### config.mk
export PLATFORM = sky130hd
export DESIGN_NAME = regfile_wb_arbiter_flat
export DESIGN_NICKNAME = d
export VERILOG_FILES = /design/src/rtl/regfile_pkg.sv /design/src/rtl/regfile_wb_arbiter_if.sv /design/src/rtl/wb_scoreboard.sv /design/src/rtl/regfile_wb_arbiter.sv /design/src/flat_wrapper.sv
export SDC_FILE = /design/constraint.sdc
export NUM_CORES = 1
export LEC_CHECK = 0
export CAP_MARGIN = 20
export CORE_MARGIN = 1.5
export CORE_UTILIZATION = 55
export CTS_CLUSTER_SIZE = 8
export DETAILED_ROUTE_END_ITERATION = 10
export PLACE_DENSITY = 0.82
export SETUP_SLACK_MARGIN = 0.15
export SLEW_MARGIN = 5
export SYNTH_ARGS = -nofsm -noshare
export SYNTH_HDL_FRONTEND = slang
export SYNTH_HIERARCHICAL = 1
export SYNTH_SLANG_ARGS = --single-unit
### constraint.sdc
create_clock -name clk -period 3.3 [get_ports clk]
set_input_delay 0.66 -clock clk [delete_from_list [all_inputs] [get_ports clk]]
set_output_delay 0.66 -clock clk [all_outputs]
set_load 0.005 [all_outputs]
### src/rtl/regfile_pkg.sv
// rtl/regfile_pkg.sv - shared constants and types for the register-file writeback arbiter
package regfile_pkg;
    localparam int REG_IDX_W = 5;
    localparam int DATA_W    = 32;
    localparam int NREG      = 32;

    localparam logic REQ_ALU = 1'b0;
    localparam logic REQ_LD  = 1'b1;

    typedef logic [REG_IDX_W-1:0] reg_idx_t;
    typedef logic [DATA_W-1:0]    data_t;
endpackage

### src/rtl/regfile_wb_arbiter_if.sv
// rtl/regfile_wb_arbiter_if.sv - writeback, issue and register-file port bundle (optional WB_BYPASS_EN)
interface regfile_wb_arbiter_if;
    import regfile_pkg::*;

    logic     alu_valid;
    reg_idx_t alu_rd;
    data_t    alu_data;
    logic     alu_ready;
    logic     ld_valid;
    reg_idx_t ld_rd;
    data_t    ld_data;
    logic     ld_ready;
    logic     issue_valid;
    reg_idx_t issue_rd;
    logic     issue_ready;
    reg_idx_t rs1;
    reg_idx_t rs2;
    logic     rs1_busy;
    logic     rs2_busy;
    reg_idx_t w_reg;
    data_t    w_data;
    logic     Reg_Write;
    logic     sb_err;
`ifdef WB_BYPASS_EN
    logic     rs1_fwd;
    logic     rs2_fwd;
    data_t    fwd_data;
`endif

    modport slave (
`ifdef WB_BYPASS_EN
        output rs1_fwd, rs2_fwd, fwd_data,
`endif
        input  alu_valid, alu_rd, alu_data, ld_valid, ld_rd, ld_data,
        input  issue_valid, issue_rd, rs1, rs2,
        output alu_ready, ld_ready, issue_ready, rs1_busy, rs2_busy,
        output w_reg, w_data, Reg_Write, sb_err
    );

    modport master (
`ifdef WB_BYPASS_EN
        input  rs1_fwd, rs2_fwd, fwd_data,
`endif
        output alu_valid, alu_rd, alu_data, ld_valid, ld_rd, ld_data,
        output issue_valid, issue_rd, rs1, rs2,
        input  alu_ready, ld_ready, issue_ready, rs1_busy, rs2_busy,
        input  w_reg, w_data, Reg_Write, sb_err
    );
endinterface

### src/rtl/wb_scoreboard.sv
// rtl/wb_scoreboard.sv - per-register pending-write counters, issue stall, busy query (optional WB_BYPASS_EN)
module wb_scoreboard #(
    parameter int PEND_W = 2,
    parameter int NREG   = regfile_pkg::NREG
) (
    input  logic                 clk,
    input  logic                 rst,
    input  logic                 issue_valid,
    input  regfile_pkg::reg_idx_t issue_rd,
    input  regfile_pkg::reg_idx_t rs1,
    input  regfile_pkg::reg_idx_t rs2,
    input  logic                 commit_we,
    input  regfile_pkg::reg_idx_t commit_reg,
    output logic                 issue_ready,
    output logic                 rs1_busy,
    output logic                 rs2_busy,
`ifdef WB_BYPASS_EN
    output logic                 rs1_fwd,
    output logic                 rs2_fwd,
`endif
    output logic                 sb_err
);
    localparam logic [PEND_W-1:0] CNT_MAX = '1;

    logic [PEND_W-1:0] cnt_q [NREG];
    logic [PEND_W-1:0] cnt_d [NREG];
    logic              sb_err_q;
    logic              sb_err_d;
    logic              inc;
    logic              dec;

    // A commit in the same cycle frees a slot, so a full counter may still accept.
    always_comb begin
        issue_ready = 1'b1;
        if (issue_rd != '0 && cnt_q[issue_rd] == CNT_MAX &&
            !(commit_we && commit_reg == issue_rd))
            issue_ready = 1'b0;
    end

    always_comb begin
        sb_err_d = sb_err_q;
        inc      = 1'b0;
        dec      = 1'b0;
        for (int r = 0; r < NREG; r++) begin
            cnt_d[r] = cnt_q[r];
            inc = issue_valid && issue_ready && issue_rd != '0 && int'(issue_rd) == r;
            dec = commit_we && int'(commit_reg) == r;
            if (dec && cnt_q[r] == '0)
                sb_err_d = 1'b1;
            else if (dec && !inc)
                cnt_d[r] = cnt_q[r] - 1'b1;
            else if (inc && !dec)
                cnt_d[r] = cnt_q[r] + 1'b1;
        end
    end

    always_ff @(posedge clk) begin
        if (rst) begin
            for (int r = 0; r < NREG; r++) cnt_q[r] <= '0;
            sb_err_q <= 1'b0;
        end else begin
            cnt_q    <= cnt_d;
            sb_err_q <= sb_err_d;
        end
    end

`ifdef WB_BYPASS_EN
    localparam logic [PEND_W-1:0] CNT_ONE = 1;

    // The last outstanding write retiring now can be forwarded straight to decode.
    always_comb begin
        rs1_fwd  = commit_we && commit_reg == rs1 && cnt_q[rs1] == CNT_ONE;
        rs2_fwd  = commit_we && commit_reg == rs2 && cnt_q[rs2] == CNT_ONE;
        rs1_busy = rs1 != '0 && cnt_q[rs1] != '0 && !rs1_fwd;
        rs2_busy = rs2 != '0 && cnt_q[rs2] != '0 && !rs2_fwd;
    end
`else
    always_comb begin
        rs1_busy = rs1 != '0 && cnt_q[rs1] != '0;
        rs2_busy = rs2 != '0 && cnt_q[rs2] != '0;
    end
`endif

    assign sb_err = sb_err_q;
endmodule

### src/rtl/regfile_wb_arbiter.sv
// rtl/regfile_wb_arbiter.sv - round-robin writeback arbiter feeding the register file port (optional WB_BYPASS_EN)
module regfile_wb_arbiter #(
    parameter int PEND_W = 2,
    parameter int NREG   = regfile_pkg::NREG
) (
    input  logic                  clk,
    input  logic                  rst,
    regfile_wb_arbiter_if.slave   bus
);
    import regfile_pkg::*;

    logic     rr_ptr_q;
    logic     rr_ptr_d;
    reg_idx_t w_reg_q;
    reg_idx_t w_reg_d;
    data_t    w_data_q;
    data_t    w_data_d;
    logic     reg_write_q;
    logic     reg_write_d;

    // rr_ptr only matters when both requesters are valid.
    assign bus.alu_ready = bus.alu_valid && (!bus.ld_valid || rr_ptr_q == REQ_ALU);
    assign bus.ld_ready  = bus.ld_valid  && (!bus.alu_valid || rr_ptr_q == REQ_LD);

    always_comb begin
        rr_ptr_d    = rr_ptr_q;
        w_reg_d     = w_reg_q;
        w_data_d    = w_data_q;
        reg_write_d = 1'b0;
        if (bus.alu_ready) begin
            w_reg_d     = bus.alu_rd;
            w_data_d    = bus.alu_data;
            reg_write_d = bus.alu_rd != '0;
            rr_ptr_d    = REQ_LD;
        end else if (bus.ld_ready) begin
            w_reg_d     = bus.ld_rd;
            w_data_d    = bus.ld_data;
            reg_write_d = bus.ld_rd != '0;
            rr_ptr_d    = REQ_ALU;
        end
    end

    always_ff @(posedge clk) begin
        if (rst) begin
            rr_ptr_q    <= REQ_ALU;
            w_reg_q     <= '0;
            w_data_q    <= '0;
            reg_write_q <= 1'b0;
        end else begin
            rr_ptr_q    <= rr_ptr_d;
            w_reg_q     <= w_reg_d;
            w_data_q    <= w_data_d;
            reg_write_q <= reg_write_d;
        end
    end

    assign bus.w_reg     = w_reg_q;
    assign bus.w_data    = w_data_q;
    assign bus.Reg_Write = reg_write_q;
`ifdef WB_BYPASS_EN
    assign bus.fwd_data  = w_data_q;
`endif

    wb_scoreboard #(
        .PEND_W (PEND_W),
        .NREG   (NREG)
    ) u_sb (
        .clk         (clk),
        .rst         (rst),
        .issue_valid (bus.issue_valid),
        .issue_rd    (bus.issue_rd),
        .rs1         (bus.rs1),
        .rs2         (bus.rs2),
        .commit_we   (reg_write_q),
        .commit_reg  (w_reg_q),
        .issue_ready (bus.issue_ready),
        .rs1_busy    (bus.rs1_busy),
        .rs2_busy    (bus.rs2_busy),
`ifdef WB_BYPASS_EN
        .rs1_fwd     (bus.rs1_fwd),
        .rs2_fwd     (bus.rs2_fwd),
`endif
        .sb_err      (bus.sb_err)
    );
endmodule
### src/flat_wrapper.sv
// flat-port wrapper written by rule: the top's interface ports become plain ports
module regfile_wb_arbiter_flat import regfile_pkg::*;
#(
    parameter int PEND_W = 2,
    parameter int NREG   = regfile_pkg::NREG
)
  (clk, rst, bus_alu_valid, bus_alu_rd, bus_alu_data, bus_ld_valid, bus_ld_rd, bus_ld_data, bus_issue_valid, bus_issue_rd, bus_rs1, bus_rs2, bus_alu_ready, bus_ld_ready, bus_issue_ready, bus_rs1_busy, bus_rs2_busy, bus_w_reg, bus_w_data, bus_Reg_Write, bus_sb_err);
  regfile_wb_arbiter_if bus_i ();
  input  logic clk;
  input  logic rst;
  input wire logic [$bits(bus_i.alu_valid)-1:0] bus_alu_valid;
  input wire logic [$bits(bus_i.alu_rd)-1:0] bus_alu_rd;
  input wire logic [$bits(bus_i.alu_data)-1:0] bus_alu_data;
  input wire logic [$bits(bus_i.ld_valid)-1:0] bus_ld_valid;
  input wire logic [$bits(bus_i.ld_rd)-1:0] bus_ld_rd;
  input wire logic [$bits(bus_i.ld_data)-1:0] bus_ld_data;
  input wire logic [$bits(bus_i.issue_valid)-1:0] bus_issue_valid;
  input wire logic [$bits(bus_i.issue_rd)-1:0] bus_issue_rd;
  input wire logic [$bits(bus_i.rs1)-1:0] bus_rs1;
  input wire logic [$bits(bus_i.rs2)-1:0] bus_rs2;
  output wire logic [$bits(bus_i.alu_ready)-1:0] bus_alu_ready;
  output wire logic [$bits(bus_i.ld_ready)-1:0] bus_ld_ready;
  output wire logic [$bits(bus_i.issue_ready)-1:0] bus_issue_ready;
  output wire logic [$bits(bus_i.rs1_busy)-1:0] bus_rs1_busy;
  output wire logic [$bits(bus_i.rs2_busy)-1:0] bus_rs2_busy;
  output wire logic [$bits(bus_i.w_reg)-1:0] bus_w_reg;
  output wire logic [$bits(bus_i.w_data)-1:0] bus_w_data;
  output wire logic [$bits(bus_i.Reg_Write)-1:0] bus_Reg_Write;
  output wire logic [$bits(bus_i.sb_err)-1:0] bus_sb_err;
  assign bus_i.alu_valid = bus_alu_valid;
  assign bus_i.alu_rd = bus_alu_rd;
  assign bus_i.alu_data = bus_alu_data;
  assign bus_i.ld_valid = bus_ld_valid;
  assign bus_i.ld_rd = bus_ld_rd;
  assign bus_i.ld_data = bus_ld_data;
  assign bus_i.issue_valid = bus_issue_valid;
  assign bus_i.issue_rd = bus_issue_rd;
  assign bus_i.rs1 = bus_rs1;
  assign bus_i.rs2 = bus_rs2;
  assign bus_alu_ready = bus_i.alu_ready;
  assign bus_ld_ready = bus_i.ld_ready;
  assign bus_issue_ready = bus_i.issue_ready;
  assign bus_rs1_busy = bus_i.rs1_busy;
  assign bus_rs2_busy = bus_i.rs2_busy;
  assign bus_w_reg = bus_i.w_reg;
  assign bus_w_data = bus_i.w_data;
  assign bus_Reg_Write = bus_i.Reg_Write;
  assign bus_sb_err = bus_i.sb_err;
  regfile_wb_arbiter #(.PEND_W(PEND_W), .NREG(NREG)) u_core (.clk(clk), .rst(rst), .bus(bus_i));
endmodule
Word-level counts from Yosys, hierarchy flattened --
Index checks and enable logic that the tools add are counted.
Cells by class: $add $sub $neg 64, $mul 0, divide/modulo/power cells 0, $lt $le $gt $ge 3, equal/unequal tests 64, shift-type cells 0, muxes and demuxes 114, bitwise gates (word level) 36, reduce and logical (&&, ||, !) cells 345
Operators with widths (number):
- $logic_and 1x1->1 | 169
- $eq 5x5->1 const B | 32
- $mux 2 | 70
- $eq 5x4->1 const B | 16
- $reduce_bool 2->1 | 35
- $logic_not 1->1 | 67
- $add 2x1->2 const B | 32
- $logic_not 2->1 | 32
- $mux 32 | 2
- $reduce_and 2->1 | 32
- $sub 2x1->2 const B | 32
- $eq 5x3->1 const B | 8
- $mux 1 | 37
- $not 1->1 | 33
- $reduce_bool 32->1 | 1
- $bmux 2 s5 | 3
- $reduce_bool 5->1 | 5
- $eq 5x2->1 const B | 4
- $ge 6x6->1 const B | 3
- $not 5->6 | 3
- $eq 5x1->1 const B | 2
- $logic_not 5->1 | 2
- $mux 5 | 2
- $eq 5x5->1 | 1
- other kinds (2) | 3
Storage, ports and cells: register bits 104, latch bits 0, bits in writable memories 0, bits in read-only memories 0, input bits 94, output and inout bits 44, word-level logic and storage cells 663, memories 0

Longest topological paths before layout --
Gate-level depths: netlist of run 1.
depth after elaboration 35, gate-level depth with buffers 13, depth with buffers taken out 10

Modules after synthesis --
The synthesis of run 1 kept the hierarchy.
By module, submodules not included:
- wb_scoreboard | instances 1, cells each 708, area each 5924.4 µm², seq. area each 1301.2 µm²
- regfile_wb_arbiter | instances 1, cells each 223, area each 2265.9 µm², seq. area each 780.7 µm²

Least setup slack after synthesis of run 1 --
OpenSTA, ideal clock, no wires.
kind input to register, start point input bus_issue_rd[0], end point register u_core/u_sb/cnt_q[55] in the netlist's numbering, setup time 91 ps, data arrival time 2688 ps, data required time 3209 ps, path slack 521 ps, cell stages on the path 12, buffers on the path 3, path through buf_6 > buf_12 > mux4_1 > a22oi_1 > nand2_1 > nand3_2 > buf_6 > nand4_1 > ha_1 > inv_1 > a21oi_1 > a311oi_1
On the way: cells in the longest elaborated chain, start to end 15, elaborated cells on any way between the ends 22, classes of those cells eq/ne (3); mux (5); bitwise (1); reduce/logical (13)
Ends and longest elaborated chain:
- start: declaration | line flat_wrapper.sv:18 | input wire logic [$bits(bus_i.issue_rd)-1:0] bus_issue_rd;
- $not 5->6 (implied by the code) | line wb_scoreboard.sv:35 | if (issue_rd != '0 && cnt_q[issue_rd] == CNT_MAX &&
- $bmux 2 s5 | line wb_scoreboard.sv:35
- $mux 2 (implied by the code) (2 in series) | line wb_scoreboard.sv:35
- $eq 2x2->1 | line wb_scoreboard.sv:35
- $logic_and 1x1->1 (2 in series) | line wb_scoreboard.sv:35
- $mux 1 | line wb_scoreboard.sv:35
- $logic_and 1x1->1 (2 in series) | line wb_scoreboard.sv:46 | inc = issue_valid && issue_ready && issue_rd != '0 && int'(issue_rd) == r;
- $logic_and 1x1->1 * | line wb_scoreboard.sv:46
- $logic_not 1->1 | line wb_scoreboard.sv:50 | else if (dec && !inc)
- $logic_and 1x1->1 | line wb_scoreboard.sv:50
- $reduce_bool 2->1 (no source line)
- $reduce_and 2->1 (no source line)
- end signal: assignment | line wb_scoreboard.sv:62 | cnt_q <= cnt_d;
- end: declaration | line wb_scoreboard.sv:25 | logic [PEND_W-1:0] cnt_q [NREG];
Every way passes the cells marked *; elsewhere a longest branch is shown, timed or not. The select of a mux whose other input is x is not followed. A chain may end at the register's enable or synchronous reset.

Worst setup path in the final report of run 1 --
start point input bus_issue_rd[0], end point output bus_issue_ready
On the way: cells in the longest elaborated chain, start to end 8, elaborated cells on any way between the ends 12, classes of those cells eq/ne (2); mux (4); bitwise (1); reduce/logical (5)
Ends and longest elaborated chain:
- $not 5->6 (implied by the code) | line wb_scoreboard.sv:35
- $bmux 2 s5 | line wb_scoreboard.sv:35
- $mux 2 (implied by the code) (2 in series) | line wb_scoreboard.sv:35
- $eq 2x2->1 | line wb_scoreboard.sv:35
- $logic_and 1x1->1 | line wb_scoreboard.sv:35
- $logic_and 1x1->1 * | line wb_scoreboard.sv:35
- $mux 1 * | line wb_scoreboard.sv:35
- end: declaration | line flat_wrapper.sv:23 | output wire logic [$bits(bus_i.issue_ready)-1:0] bus_issue_ready;
Marks and branches as above.

==> metrics.txt, run 1 <==
Rel. slew slack=46.76%; Num CTS Buffers=9; Setup crit start kind=input port; initial core utilization=56.35%; DP Area=9727 µm²; GRT Util Overall=31.63%; Placeable Area=approximately 15000 µm²; Hold Fails Final Rpt=0; Slew Viols, Final=0; Routed WL=25.18 mm; Worst VDD drop=~0.35 mV; post-synth top area share=25.42%; Worst Path Required=2640 ps; Reg2Reg Depth=11; Pwr Total=3.185 mW; Syn-to-layout area delta=24.09%; Crit Path Class=input port to output port; vias in the first global route=7748; clk sinks=between 100 and 150; maxcap violations=0; ys async rst share=0%; max FFs per register=64; Vias=8167; hold path depth=1; commonest non-fill, non-tap cell in the layout=nor2_1; nets=1175; Hold Crit Class=flip-flop to flip-flop; post-DR vias/cell=6.597; top cells by area, synth=dfxtp_1 (25%), mux2i_1 (8.7%), nor2_1 (6.4%), mux4_1 (5.1%), mux4_2 (4.9%); Highest Clock Rate=317.5 MHz; n_diodes=0; post-DR wirelength/cell=roughly 20 µm; Finished Core Util=69.93%; outcome=completed; die width=125.0 µm; most frequent cells in the layout=nor2_1 (139), clkdlybuf4s50_1 (125), dfxtp_1 (104); drt drc=0; post-synthesis sequential area ratio=between 20% and 30%; crit path capture type=output port; Worst EP arrival=2490 ps; share of layout cells above drive strength 1=14.61%; Site Rows=44; Hold Buf Count CTS=0; global-route wire length before repair=39.88 mm; H-tree depth=3; DR pass1 iterations=7; mean post-synth cell area=8.797 µm²; P per Cell Area=313.4 nW/µm²; clock skew=8.798 ps; Mapped Cells=931; clock slew at reported path FFs=around 80 ps; TritonCTS clock tree=built; number of enable flip-flop cells after synthesis=0; Congestion Overflow GR=0; Root Driver=clkbuf_16; register bit total from synthesis=104; synthesized net count=1057; Post-Syn Area=8190 µm²; die height=125.0 µm; Die Area=about 16000 µm²; I/O Buffers=around 140; setup violators final=0; Final period util=95.44%; leak pwr=3.954 nW; slew at the pin with the worst max-slew slack=797.7 ps; post-route cell area=10160 µm²; antenna violations before repair=0; yosys synthesis warning count=6; RSZ-0062 raised after global routing=true; number of routed nets with antenna violations=0; crit-path max FO=5; Iteration-0 DRC Markers=906; routability cong.=0.9832; ys flop type=dfxtp_1; DPL Wire Length=17.84 mm; dominant cell type by area after synthesis=dfxtp_1; Longest Clk Path Bufs=2; minimum clock period=3150 ps; number of library cell types mapped by synthesis=between 50 and 60; Worst-Skew Late Latency=~360 ps; Setup TNS Final=0 ps; Ports=138; pin count of the biggest net entering global routing=58
## worst paths after layout
| path | from | to | slack (ps) |
|---|---|---|---|
| worst min register to register | u_core/u_sb/cnt_q[53]$_SDFFE_PP0P_ | u_core/u_sb/cnt_q[53]$_SDFFE_PP0P_ | 550 |
| worst max register to register | u_core/u_sb/cnt_q[19]$_SDFFE_PP0P_ | u_core/u_sb/cnt_q[17]$_SDFFE_PP0P_ | 560 |
| worst min-delay path | u_core/u_sb/cnt_q[53]$_SDFFE_PP0P_ | u_core/u_sb/cnt_q[53]$_SDFFE_PP0P_ | 550 |
| worst max-delay path | bus_issue_rd[0] | bus_issue_ready | 150 |
## power breakdown
group	leakage (nW)	switching (mW)	internal, mW	total (mW)
clock	0.142	0.535	0.533	1.07
combinational	2.96	0.355	0.397	0.752
sequential	0.850	0.0559	1.31	1.36
total	3.95	0.945	2.24	3.19
## critical path, cell delays in order
cell             delay (ps)
buf_6                   120
clkbuf_16               160
mux4_2                  510
a22oi_2                 180
nand2_1                  90
nand4_2                 110
and2_4                  160
clkdlybuf4s50_1         490
## what timing repair did
item | CTS | global route
buffers inserted | 1 | 0
resized for setup | 21 | 36
setup endpoints to repair | 47 | 10
pin swaps | 1 | 7
cloned | 4 | 2
## stage by stage
| stage | cells | setup WS (ps) | hold slack [ps] |
|---|---|---|---|
| 2_1_floorplan | 931 | 520.9 | 487.7 |
| 3_3_place_gp | 1215 | -377.1 | 531.3 |
| 3_5_place_dp | 1215 | -381.5 | 529.1 |
| 4_1_cts | 1236 | -9.431 | 540.7 |
| 5_1_grt | 1238 | 92.36 | 573.8 |
| 6_report | 1238 | 150.5 | 554.9 |
## cell type report
class	instances	area (µm²)
clock buffer	10	229.0
multi-input combinational	702	5433
fill	1185	4370
tap	184	230.2
clock inverter	6	57.56
inverter	35	131.4
sequential	104	2082
timing repair buffer	197	2001
## per-layer routing
layer	global-route usage (%)	wire (µm)	part of all wire, %
met1	37.88	9604	38
met3	11.30	2888	11
met2	50.47	11460	46
met5	0	0	0
met4	15.57	1223	4.9
## kinds of logic after synthesis
logic type | Yosys count | share of synthesized area, %
xor gates and xnor gates | 37 | 3.957
buffers and inverters | 125 | 8.081
and+or+nand+nor | 324 | 20.32
muxes | 106 | 18.90
DFF | 104 | 25.42
AOI/OAI and AO/OA | 202 | 18.39
other | 1 | 0.04579
adders and majority gates | 32 | 4.888
## cells in the mapped netlist (all sizes together) (3+ instances only)
master / count
dfxtp: 104
nor4: 11
o21ai: 36
xor2: 36
a311oi: 32
nor2: 140
clkbuf: 41
buf: 49
a21oi: 72
and2: 3
inv: 35
nor3b: 35
nand2: 9
a2111oi: 39
ha: 32
nor2b: 4
nand4b: 3
nor3: 69
mux2i: 71
nand4: 33
mux4: 34
a22oi: 11
(Power assumes the default switching activity.)
==> inputs of run 2 (changes only) <==
clock period = 3.38 ns   (was 3.3 ns; I/O delays follow)
==> metrics.txt, run 2 (synthesis gave the netlist of run 1 again) <==
post-DR wirelength/cell=20.31 µm; Hold Crit Class=flip-flop to flip-flop; Rel. slew slack=48.28%; Most common cell on crit path=mux4_2; Setup TNS Final=0 ps; crit path capture type=output port; final hold slack=560.4 ps; TritonCTS clock tree=built; Worst VDD drop=0.2712 mV; Num CTS Buffers=9; maxcap violations=0; Hold Fails Final Rpt=0; routability cong.=roughly 1.1; drt drc=0; Pwr Total=approximately 3.1 mW; Ports=138; antenna violations before repair=0; P per Cell Area=305.1 nW/µm²; Hold Buf Count CTS=0; GRT Util Overall=around a third; DR pass1 iterations=5; GR peak layer=met2; worst-path cell chain=clkdlybuf4s15_2 -> bufbuf_16 -> mux4_2 -> mux4_2 -> mux2i_1 -> dlygate4sd2_1; pin count of the biggest net entering global routing=57; clock skew=12.71 ps; met3 global-route usage=10.18%; die height=125.0 µm; dpl cells=1206; Longest Clk Path Bufs=2; global-route met1 utilization=39.48%; Slew Viols, Final=0; global-route wire length before repair=between 40 and 50 mm; number of routed nets with antenna violations=0; Routed WL=24.98 mm; Crit Path Class=input port to output port; share of layout cells above drive strength 1=12.72%; Placeable Area=14530 µm²; Root Driver=clkbuf_16; outcome=completed; slowest stage delay, CP=480 ps; r2r setup slk=540 ps; die width=125.0 µm; Setup crit start kind=input port; Hold EP=u_core/bus.w_data[25]$_SDFFE_PP0P_; leak pwr=3.990 nW; Highest Clock Rate=318.6 MHz; Die Area=15630 µm²; nets=about 1200; max FFs per register=64; hold path depth=2; Syn-to-layout area delta=23.72%; Crit path max-delay family=multiplexers; final-layout fill cell count=1193; n_diodes=0; Vias=8043; hold_sp=u_core/bus.w_data[25]$_SDFFE_PP0P_; crit-path max FO=4; commonest non-fill, non-tap cell in the layout=nor2_1; most frequent cells in the layout=nor2_1 (139), clkdlybuf4s50_1 (124), dfxtp_1 (104); R2R Path Start=u_core/u_sb/cnt_q[60]$_SDFFE_PP0P_; RSZ-0062 raised after global routing=false; Final period util=92.85%; setup violators final=0; post-DR vias/cell=6.539; minimum clock period=3138 ps; worst r2r dst=u_core/u_sb/cnt_q[3]$_SDFFE_PP0P_; post-route insts no fill=roughly 1200; Worst-Skew Late Latency=370 ps; worst path bufs/invs=3; met2 Resource Use GR=50.53%; Iteration-0 DRC Markers=887; Worst Path Required=2700 ps; slew at the pin with the worst max-slew slack=between 700 and 800 ps; Congestion Overflow GR=0; vias in the first global route=7744; initial core utilization=around 56%; I/O Buffers=137; H-tree depth=3; clk sinks=104; Site Rows=44; clock slew at reported path FFs=approximately 80 ps; Worst EP arrival=2460 ps; DPL Wire Length=approximately 18 mm; crit path max-delay cell type=mux4_2; Reg2Reg Depth=10
==> run 2: cell count changes in the layout (fill, tap and decap cells not counted), moves of 2 or more <==
| cell | delta |
|---|---|
| dlygate4sd2_1 | +2 |
| mux4_1 | +11 |
| inv_8 | -2 |
| buf_4 | -6 |
| mux4_2 | -11 |
| a22oi_2 | -2 |
| nor2b_1 | -2 |
| clkbuf_2 | -2 |
| a22oi_1 | +2 |
==> run 2: area by class of cell <==
class	instances	area, µm²	area share (%)
Timing Repair Buffer	189	1934	19.09
Multi-Input combinational cell	702	5474	54.02
Sequential cell	104	2082	20.55
Inverter	35	131.4	1.296
Tap cell	184	230.2	2.272
Clock inverter	5	38.79	0.3828
Clock buffer	11	242.7	2.395
==> run 2: through the flow <==
step,setup slack [ps],utilization [%],cell area (µm²)
after floorplan,584.9,-,8190
after global placement,-299.3,66.37,9647
after detailed placement,-332.8,66.37,9647
after CTS,145.4,69.51,10100
after global routing,155.6,69.72,10130
final,241.7,69.72,10130
==> run 2: worst max-delay path by stage <==
| stage | start | end | slack [ps] | cells after the start |
|---|---|---|---|---|
| global route | bus_rs2[4] | bus_rs2_busy | 160 | 6 |
| finish | bus_rs1[2] | bus_rs1_busy | 240 | 6 |
| global placement | bus_issue_rd[0] | bus_issue_ready | -300 | 8 |
| floorplan | bus_issue_rd[0] | u_core/u_sb/cnt_q[55]$_SDFFE_PP0P_ | 580 | 12 |
| CTS | bus_issue_rd[0] | bus_issue_ready | 150 | 8 |
| detailed placement | bus_issue_rd[0] | u_core/u_sb/cnt_q[3]$_SDFFE_PP0P_ | -330 | 12 |
==> run 2: metal layers <==
| metal | routed length, µm | vias up | share of wire (%) |
|---|---|---|---|
| met3 | 2830 | 100 | 11 |
| met5 | 0 | - | 0 |
| met4 | 1151 | 0 | 4.6 |
| li1 | - | 3749 | - |
| met1 | 9611 | 3684 | 38 |
| met2 | 11390 | 510 | 46 |
==> run 2: timing repair <==
item | CTS | global route
setup buffers | 1 | 0
pin swaps | 1 | 5
resized for setup | 32 | 12
setup endpoints to repair | 37 | 1
gates cloned | 6 | 1
==> run 2: report_power, final <==
| group | switching (mW) | internal (mW) |
|---|---|---|
| logic | 0.337 | 0.382 |
| clock network | 0.507 | 0.527 |
| registers | 0.0609 | 1.28 |
| total | 0.905 | 2.19 |
==> run 2: tightest hold or removal path: stages, from the launching register on <==
cell and delay (ps):
dfxtp_1 320, mux2i_1 110, a2111oi_0 90
==> inputs of run 3 (changes only) <==
HOLD_SLACK_MARGIN = 0.03   (was unset)
PLACE_DENSITY = 0.92   (was 0.82)
==> metrics.txt, run 3 (synthesis gave the netlist of run 1 again) <==
worst r2r dst=u_core/u_sb/cnt_q[33]$_SDFFE_PP0P_; post-route insts no fill=approximately 1200; cell-internal power=2.157 mW; Rel. slew slack=52.06%; r2r setup slk=610 ps; crit path max-delay cell type=clkdlybuf4s50_1; Setup crit end=bus_rs1_busy; DP Area=9639 µm²; dpl cells=1205; Longest Clk Path Bufs=2; Setup TNS Final=0 ps; Most common cell on crit path=mux4_2; crit-path max FO=10; Finished Core Util=69.37%; maxcap violations=0; Worst Path Required=approximately 2700 ps; Congestion Overflow GR=0; Reg2Reg Depth=10; most frequent cells in the layout=nor2_1 (139), clkdlybuf4s50_1 (125), dfxtp_1 (104); Iteration-0 DRC Markers=974; drt drc=0; P per Cell Area=303.7 nW/µm²; DR pass1 iterations=9; setup violators final=0; antenna violations before repair=0; I/O Buffers=137; Setup crit start kind=input port; die width=~130 µm; clock slew at reported path FFs=70 ps; Ports=138; Die Area=15630 µm²; Clock Power Share=about 33%; DPL Wire Length=18.09 mm; worst-path cell chain=clkdlybuf4s50_1 -> buf_6 -> mux4_2 -> mux4_2 -> mux2i_1 -> dlygate4sd2_1; commonest non-fill, non-tap cell in the layout=nor2_1; Hold Buf Count CTS=0; Syn-to-layout area delta=23.10%; die height=around 130 µm; number of routed nets with antenna violations=0; initial core utilization=56.35%; RSZ-0062 raised after global routing=false; Worst Setup SP=bus_rs1[4]; Worst EP arrival=2470 ps; share of layout cells above drive strength 1=between 10% and 20%; vias in the first global route=between 8000 and 9000; n_diodes=0; Post-CTS Setup Bufs=0; crit path capture type=output port; H-tree depth=3; routability cong.=0.9799; clock skew=11.62 ps; minimum clock period=around 3100 ps; CP Depth=6; Worst-Skew Late Latency=360 ps; clk sinks=roughly 100; max FFs per register=64; switch share=29.54%; pin count of the biggest net entering global routing=66; Crit Path Class=input port to output port; nets=1163; global-route wire length before repair=40.33 mm; post-DR vias/cell=6.679; Slew Viols, Final=0; worst path bufs/invs=3; post-DR wirelength/cell=20.85 µm; Num CTS Buffers=9; outcome=completed; Crit path max-delay family=multiplexers; Hold Crit Class=flip-flop to flip-flop; GRT Util Overall=a little under a third; Site Rows=44; Hold Fails Final Rpt=0; Root Driver=clkbuf_16; TritonCTS clock tree=built; Net Sw Power=between 0.9 and 1 mW; post-route cell area=10080 µm²; leak pwr=approximately 3.9 nW; Worst VDD drop=~0.27 mV; slew at the pin with the worst max-slew slack=about 720 ps; Routed WL=25.54 mm; Seq pwr share=a little over two fifths; Vias=8182; slowest stage delay, CP=470 ps; R2R Path Start=u_core/u_sb/cnt_q[61]$_SDFFE_PP0P_; Final period util=93.11%; Placeable Area=14530 µm²; Comb power frac=24.0%; Highest Clock Rate=317.7 MHz
==> run 3: cell types whose count changed in the layout (fill, tap and decap cells not counted), moves of 2 or more <==
cell           delta
dlygate4sd2_1     -2
buf_4             -4
a22oi_2           +2
nor2b_1           +2
a22oi_1           -2
inv_6             -2
clkbuf_2          +2
==> run 3: worst register-to-register path: cells and delay by family, from the launching register on <==
| family | cells | cell delay, ps |
|---|---|---|
| AO/OA/AOI/OAI | 3 | 610 |
| multiplexers | 1 | 570 |
| buffers and inverters | 2 | 410 |
| AND/OR/NAND/NOR | 3 | 390 |
| flip-flops | 1 | 380 |
| adder cells (fa/ha/maj) | 1 | 340 |
==> run 3: per-layer routing <==
layer,GRT usage (%),vias to the layer above,wire length (µm)
met5,0,-,0
met4,13.50,0,1130
met3,9.927,107,3160
met2,52.07,569,11750
met1,38.59,3771,9499
li1,-,3735,-
==> run 3: metrics by stage <==
step	total power, mW	setup slack [ps]	hold WS [ps]
2_1_floorplan	1.730	584.9	487.7
3_3_place_gp	2.024	-342.1	522.6
3_5_place_dp	2.050	-374.4	539.5
4_1_cts	3.049	-24.28	549.9
5_1_grt	3.184	164.7	570.7
6_report	3.062	232.7	554.9
==> run 3: final cells by class <==
| type | instances | area [µm²] |
|---|---|---|
| multi-input combinational | 702 | 5485 |
| fill | 1106 | 4452 |
| tap | 184 | 230.2 |
| clock buffer | 11 | 232.7 |
| timing repair buffer | 185 | 1888 |
| sequential | 104 | 2082 |
| inverter | 35 | 131.4 |
| clock inverter | 4 | 32.53 |
==> run 3: power groups by stage <==
stage          registers, mW  clock network (mW)  logic, mW
3_3_place_gp            1.36                   0      0.668
5_1_grt                 1.34                1.06      0.782
2_1_floorplan           1.34                   0      0.389
4_1_cts                 1.33                1.01      0.710
6_report                1.33               0.994      0.735
3_5_place_dp            1.36                   0      0.692
==> run 3: how the worst min path moves through the flow <==
stage	startpoint	end	slack, ps	cells after the start
3_5_place_dp	u_core/u_sb/cnt_q[41]$_SDFFE_PP0P_	u_core/u_sb/cnt_q[41]$_SDFFE_PP0P_	540	1
6_report	u_core/u_sb/cnt_q[41]$_SDFFE_PP0P_	u_core/u_sb/cnt_q[41]$_SDFFE_PP0P_	550	1
4_1_cts	u_core/u_sb/cnt_q[13]$_SDFFE_PP0P_	u_core/u_sb/cnt_q[13]$_SDFFE_PP0P_	550	1
5_1_grt	u_core/u_sb/cnt_q[5]$_SDFFE_PP0P_	u_core/u_sb/cnt_q[5]$_SDFFE_PP0P_	570	1
2_1_floorplan	u_core/u_sb/cnt_q[13]$_SDFFE_PP0P_	u_core/u_sb/cnt_q[13]$_SDFFE_PP0P_	490	1
3_3_place_gp	u_core/u_sb/cnt_q[15]$_SDFFE_PP0P_	u_core/u_sb/cnt_q[15]$_SDFFE_PP0P_	520	1
==> run 3: what timing repair did <==
item                       in CTS  in global routing
setup endpoints to repair      44                 29
cloned                          3                  2
pin swaps                       1                  5
resized for setup              20                 24
